## src/rtl/l2_port_arbiter.sv

```systemverilog
// l2_port_arbiter: round-robin share of the L2 L1-side port between D-cache (port 0) and I-cache (port 1); ports: clk/rst, per-port req/we/addr/wdata/be in, ack/err/rdata back, registered l2_rd_en/wr_en/addr/wr_data/byte_en out, l2_hit/fill/rd_data in, grant_o, sticky timeout_err_o
module l2_port_arbiter #(
  parameter int ADDR_WIDTH     = 32,
  parameter int DATA_WIDTH     = 32,
  parameter int TIMEOUT_CYCLES = 1024,
  parameter int CNT_WIDTH      = 11
) (
  input  logic                  clk,
  input  logic                  rst,
  input  logic [1:0]            req_i,
  input  logic [1:0]            we_i,
  input  logic [ADDR_WIDTH-1:0] addr0_i,
  input  logic [ADDR_WIDTH-1:0] addr1_i,
  input  logic [DATA_WIDTH-1:0] wdata0_i,
  input  logic [DATA_WIDTH-1:0] wdata1_i,
  input  logic [3:0]            be0_i,
  input  logic [3:0]            be1_i,
  output logic [1:0]            ack_o,
  output logic                  err_o,
  output logic [DATA_WIDTH-1:0] rdata_o,
  output logic                  l2_rd_en_o,
  output logic                  l2_wr_en_o,
  output logic [ADDR_WIDTH-1:0] l2_addr_o,
  output logic [DATA_WIDTH-1:0] l2_wr_data_o,
  output logic [3:0]            l2_byte_en_o,
  input  logic                  l2_hit_i,
  input  logic                  l2_fill_i,
  input  logic [DATA_WIDTH-1:0] l2_rd_data_i,
  output logic                  grant_o,
  output logic                  timeout_err_o
);
  typedef enum logic [1:0] {IDLE, BUSY, RESP} state_t;
  localparam logic [CNT_WIDTH-1:0] CNT_MAX = CNT_WIDTH'(TIMEOUT_CYCLES == 0 ? 0 : TIMEOUT_CYCLES - 1);
  state_t state, state_nx;
  logic [CNT_WIDTH-1:0] cnt;
  logic err_q, win, done, expire;
  assign win    = &req_i ? ~grant_o : req_i[1];
  assign done   = l2_hit_i | l2_fill_i;
  assign expire = TIMEOUT_CYCLES != 0 && cnt == CNT_MAX;
  always_ff @(posedge clk or posedge rst)
    if (rst) state <= IDLE;
    else state <= state_nx;
  always_comb
    state_nx = state == IDLE ? (|req_i ? BUSY : IDLE) :
               state == BUSY ? (done | expire ? RESP : BUSY) : IDLE;
  always_comb begin
    ack_o = state == RESP ? (grant_o ? 2'b10 : 2'b01) : 2'b00;
    err_o = state == RESP && err_q;
  end
  always_ff @(posedge clk or posedge rst)
    if (rst) begin
      rdata_o       <= '0;
      l2_rd_en_o    <= 1'b0;
      l2_wr_en_o    <= 1'b0;
      l2_addr_o     <= '0;
      l2_wr_data_o  <= '0;
      l2_byte_en_o  <= '0;
      grant_o       <= 1'b1;
      timeout_err_o <= 1'b0;
      cnt           <= '0;
      err_q         <= 1'b0;
    end else if (state == IDLE && |req_i) begin
      l2_addr_o    <= win ? addr1_i : addr0_i;
      l2_wr_data_o <= win ? wdata1_i : wdata0_i;
      l2_byte_en_o <= win ? be1_i : be0_i;
      l2_wr_en_o   <= we_i[win];
      l2_rd_en_o   <= ~we_i[win];
      grant_o      <= win;
      cnt          <= '0;
    end else if (state == BUSY) begin
      if (done | expire) begin
        l2_rd_en_o <= 1'b0;
        l2_wr_en_o <= 1'b0;
        rdata_o    <= done && !l2_wr_en_o ? l2_rd_data_i : '0;
        err_q      <= ~done;
      end else cnt <= cnt + 1'b1;
      if (!done && expire) timeout_err_o <= 1'b1;
    end
endmodule

```

## config.mk

```make
export PLATFORM = sky130hd
export DESIGN_NAME = l2_port_arbiter
export DESIGN_NICKNAME = d
export VERILOG_FILES = /design/src/rtl/l2_port_arbiter.sv
export SDC_FILE = /design/constraint.sdc
export NUM_CORES = 1
export LEC_CHECK = 0
export ABC_AREA = 1
export ABC_CLOCK_PERIOD_IN_PS = 8800
export CORE_AREA = 2 2 128 105
export DETAILED_ROUTE_END_ITERATION = 8
export DIE_AREA = 0 0 130 107
export PLACE_DENSITY = 0.86
export SKIP_CTS_REPAIR_TIMING = 1
export SYNTH_ARGS = -nofsm -noshare
export SYNTH_HDL_FRONTEND = slang
export SYNTH_SLANG_ARGS = --single-unit
```

## constraint.sdc

```tcl
create_clock -name clk -period 8.8 [get_ports clk]
set_clock_uncertainty 0.1 [all_clocks]
set_input_delay 1.76 -clock clk [delete_from_list [all_inputs] [get_ports clk]]
set_output_delay 1.76 -clock clk [all_outputs]
set_load 0.02 [all_outputs]
```

==> impl_metrics.py <==
metrics = {
    "min_path": {
        "holdPathEnd": "err_q$_DFFE_PP0P_",
        "whs_path_depth": 2,
        "hold_class": "flip-flop to flip-flop",
        "hold_start": "err_q$_DFFE_PP0P_",
    },
    "floorplan": {
        "core.rowCount": 37,
        "core_um2": 12600,
        "io_pins": 283,
        "dieArea_um2": 13900,
        "die-height_um": 107,
        "die_w_um": 130,
        "start_util": 0.424,
    },
    "sta": {
        "setup_slack_ns": 5.05,
        "setup_viol": 0,
        "finalHoldViolCount": 0,
        "finalCriticalPeriod_ns": 3.75,
        "tightest_slew_ns": 1.02,
        "slew_headroom": 0.318,
        "final_max_slew_viol_count": 0,
        "rsz0062_at_grt": "no",
        "fmax_mhz": 267,
        "finalCritPeriodShare": 0.426,
        "setup_tns_ns": 0,
    },
    "route": {
        "routedWlPerCell_um": 15.6,
        "routed_wl_mm": 17.0,
        "ant_nets": 0,
        "detail_route.vias_per_cell": 4.95,
        "dr_total_vias": 5393,
        "drc_errors": 0,
        "dr.first_iter.drc_count": 339,
        "first_pass_iters": 5,
    },
    "logic_synthesis": {
        "syn-num-nets": 814,
        "synth_fa_ha_area_frac": 0.00234,
        "yosys_warnings": 0,
        "synth-seq-cells": 118,
        "synth_top_family_by_area": "simple AND/OR/NAND/NOR gates",
        "syn-instance-count": 637,
        "ys_seq_area_frac": 0.552,
        "yosys.area_share.simple": 0.214,
        "avgSynthCellArea_um2": 8.40,
        "synth_xor_area_frac": 0.00818,
        "synth.cell_area_um2": 5350,
        "synth_compound_area_frac": 0.175,
        "netlist-cell-type-count": 25,
        "synth_mux_area_frac": 0,
    },
    "worst_setup_path": {
        "rr_endpoint": "l2_wr_data_o[15]$_DFFE_PP0P_",
        "ff2ff_path_depth": 7,
        "endpoint_kind": "flip-flop",
        "critPathMaxStageDelay_ns": 0.65,
        "cp_top_family": "buffers and inverters",
        "slowest_stage": "buf_4",
        "critPathRequiredTime_ns": 8.96,
        "worst-setup-path-type": "primary input to flip-flop",
        "critPathMaxFanout": 84,
        "cp_num_cells": 9,
        "crit_buf_inv": 4,
        "crit_arrival_ns": 3.91,
        "startpoint_type": "primary input",
        "rrSetupSlack_ns": 6.55,
        "cp_cell_sequence": "clkdlybuf4s50_1 -> nor2_1 -> nor2_1 -> nand2_2 -> buf_4 -> clkinv_1 -> buf_4 -> o21ai_0 -> o21ai_0",
        "worstSetupStartpoint": "req_i[1]",
        "timing.rr.start": "state[0]$_DFF_PP0_",
    },
    "cts": {
        "cts.sinks": 118,
        "cts-root-buf": "clkbuf_16",
        "clkSlewWorstSetupHoldPaths_ns": 0.05,
        "cts_inserted_buffers": 17,
        "clock_path_buffers": 2,
        "cts_max_level": 4,
        "clk_latency_ns": 0.40,
        "tritoncts": "yes",
    },
    "cells_and_area": {
        "multi_input_area_um2": 2150,
        "syn_to_final_growth_pct": 65.6,
        "finish.net_count": 1080,
        "num-fill-cells": 967,
        "finish.instance_area_um2": 8860,
        "antenna_cells": 0,
        "layout-drive-gt1-share": 0.0820,
        "seq_area_um2": 2950,
    },
    "place": {
        "port_buffers": 282,
        "gp_congestion": 0.838,
        "dpl-instance-area_um2": 8250,
        "preCtsSetupSlack_ns": 4.66,
        "dp_hpwl_mm": 11.5,
    },
    "grt": {
        "grt_overflow": 0,
        "grt_max_degree": 85,
        "grt_pass1_vias": 5296,
        "antenna_found_initial": 0,
        "grt_pass1_wl_mm": 26.4,
        "grt_use_total": 0.245,
    },
    "power_and_ir_drop": {
        "ir_drop_uv": 187,
        "power_leakage_nw": 3.78,
        "power_mw": 3.12,
        "power_density_nw_per_um2": 352,
    },
    "run_status": {
        "status": "completed",
    },
    "job": {
        "cap_violations": 0,
    },
}
## final cells by class
class / count / area share
clock inverter: 9 / 0.0138
tap: 175 / 0.0247
sequential: 118 / 0.333
multi-input combinational: 463 / 0.242
timing repair buffer: 288 / 0.324
clock buffer: 22 / 0.0558
inverter: 15 / 0.00663
## routing by layer
layer / wire length, um / vias up / GRT usage
met5: 0 / - / 0
met4: 439 / 0 / 0.0929
met3: 1880 / 32 / 0.110
met2: 8190 / 251 / 0.399
met1: 6490 / 2497 / 0.283
li1: - / 2613 / -
## tightest hold or removal path: stages, from the launching register on
cell,delay (ns)
dfrtp_1,0.34
nand2_1,0.05
nand2_1,0.05
## cells by family (layout without fill, tap and decap cells)
| logic type | after synthesis | after routing |
|---|---|---|
| simple gates | 280 | 280 |
| compound gates | 177 | 177 |
| flops | 118 | 118 |
| buf+inv | 56 | 334 |
| xor+xnor | 5 | 5 |
| fa+ha+maj | 1 | 1 |
## where the power goes
group	total (mW)	internal [mW]	switching (mW)
logic	1.47	0.644	0.823
registers	0.934	0.793	0.141
clock network	0.718	0.479	0.239
## Yosys cell counts (all sizes together)
cell / instances / area share
nand2: 174 / 0.13
xor2: 2 / 0.0033
xnor2: 3 / 0.0049
ha: 1 / 0.0023
clkbuf: 25 / 0.018
dfrtp: 117 / 0.55
or2: 1 / 0.0012
nand4: 2 / 0.0023
nor3: 1 / 0.00093
nand3b: 1 / 0.0014
dfstp: 1 / 0.0049
buf: 16 / 0.020
inv: 15 / 0.011
o21ai: 177 / 0.18
nor2: 84 / 0.062
nand3: 17 / 0.018
## through the flow
stage | utilization | cells | hold slack, ns
5_1_grt | 0.701 | 1090 | 0.399
4_1_cts | 0.701 | 1090 | 0.377
3_5_place_dp | 0.653 | 1059 | 0.352
3_3_place_gp | 0.653 | 1059 | 0.351
2_1_floorplan | - | 637 | 0.342
6_report | 0.701 | 1090 | 0.373
## layout by cell type (no fill, tap or decap)
master	Yosys	final
nand3_1	16	16
xor2_1	2	2
or2_2	1	1
dfrtp_1	117	117
clkbuf_8	0	5
clkinv_2	0	5
clkdlybuf4s50_1	0	282
nor2_4	2	2
bufinv_16	0	3
o21ai_2	14	14
clkinvlp_4	0	1
nand2_1	160	159
inv_1	14	11
nand2_2	14	15
inv_4	0	1
nand3b_1	1	1
nor2_1	82	81
ha_1	1	1
xnor2_1	3	3
nand4_1	2	2
nor2_2	0	1
nand3_4	1	1
clkbuf_16	0	17
dfstp_2	1	1
nor3_1	1	1
inv_2	1	2
o21ai_1	31	31
clkinv_1	0	1
o21ai_0	132	132
buf_4	0	6
## flip-flops by register name, indices dropped and copies added (netlist names)
register       cells
state              2
l2_wr_en_o         1
rdata_o           32
grant_o            1
err_q              1
cnt               11
l2_rd_en_o         1
l2_wr_data_o      32
l2_byte_en_o       4
timeout_err_o      1
l2_addr_o         32
## how the worst max path moves through the flow
stage	slack, ns	endpoint
after global routing	4.83	l2_addr_o[10]$_DFFE_PP0P_
after global placement	4.66	l2_wr_data_o[20]$_DFFE_PP0P_
after floorplan	3.81	cnt[0]$_DFFE_PP0P_
after CTS	5.05	ack_o[0]
final	5.05	l2_wr_data_o[15]$_DFFE_PP0P_
after detailed placement	4.66	l2_wr_data_o[11]$_DFFE_PP0P_
Note: power is estimated with default switching activity, not from simulation.
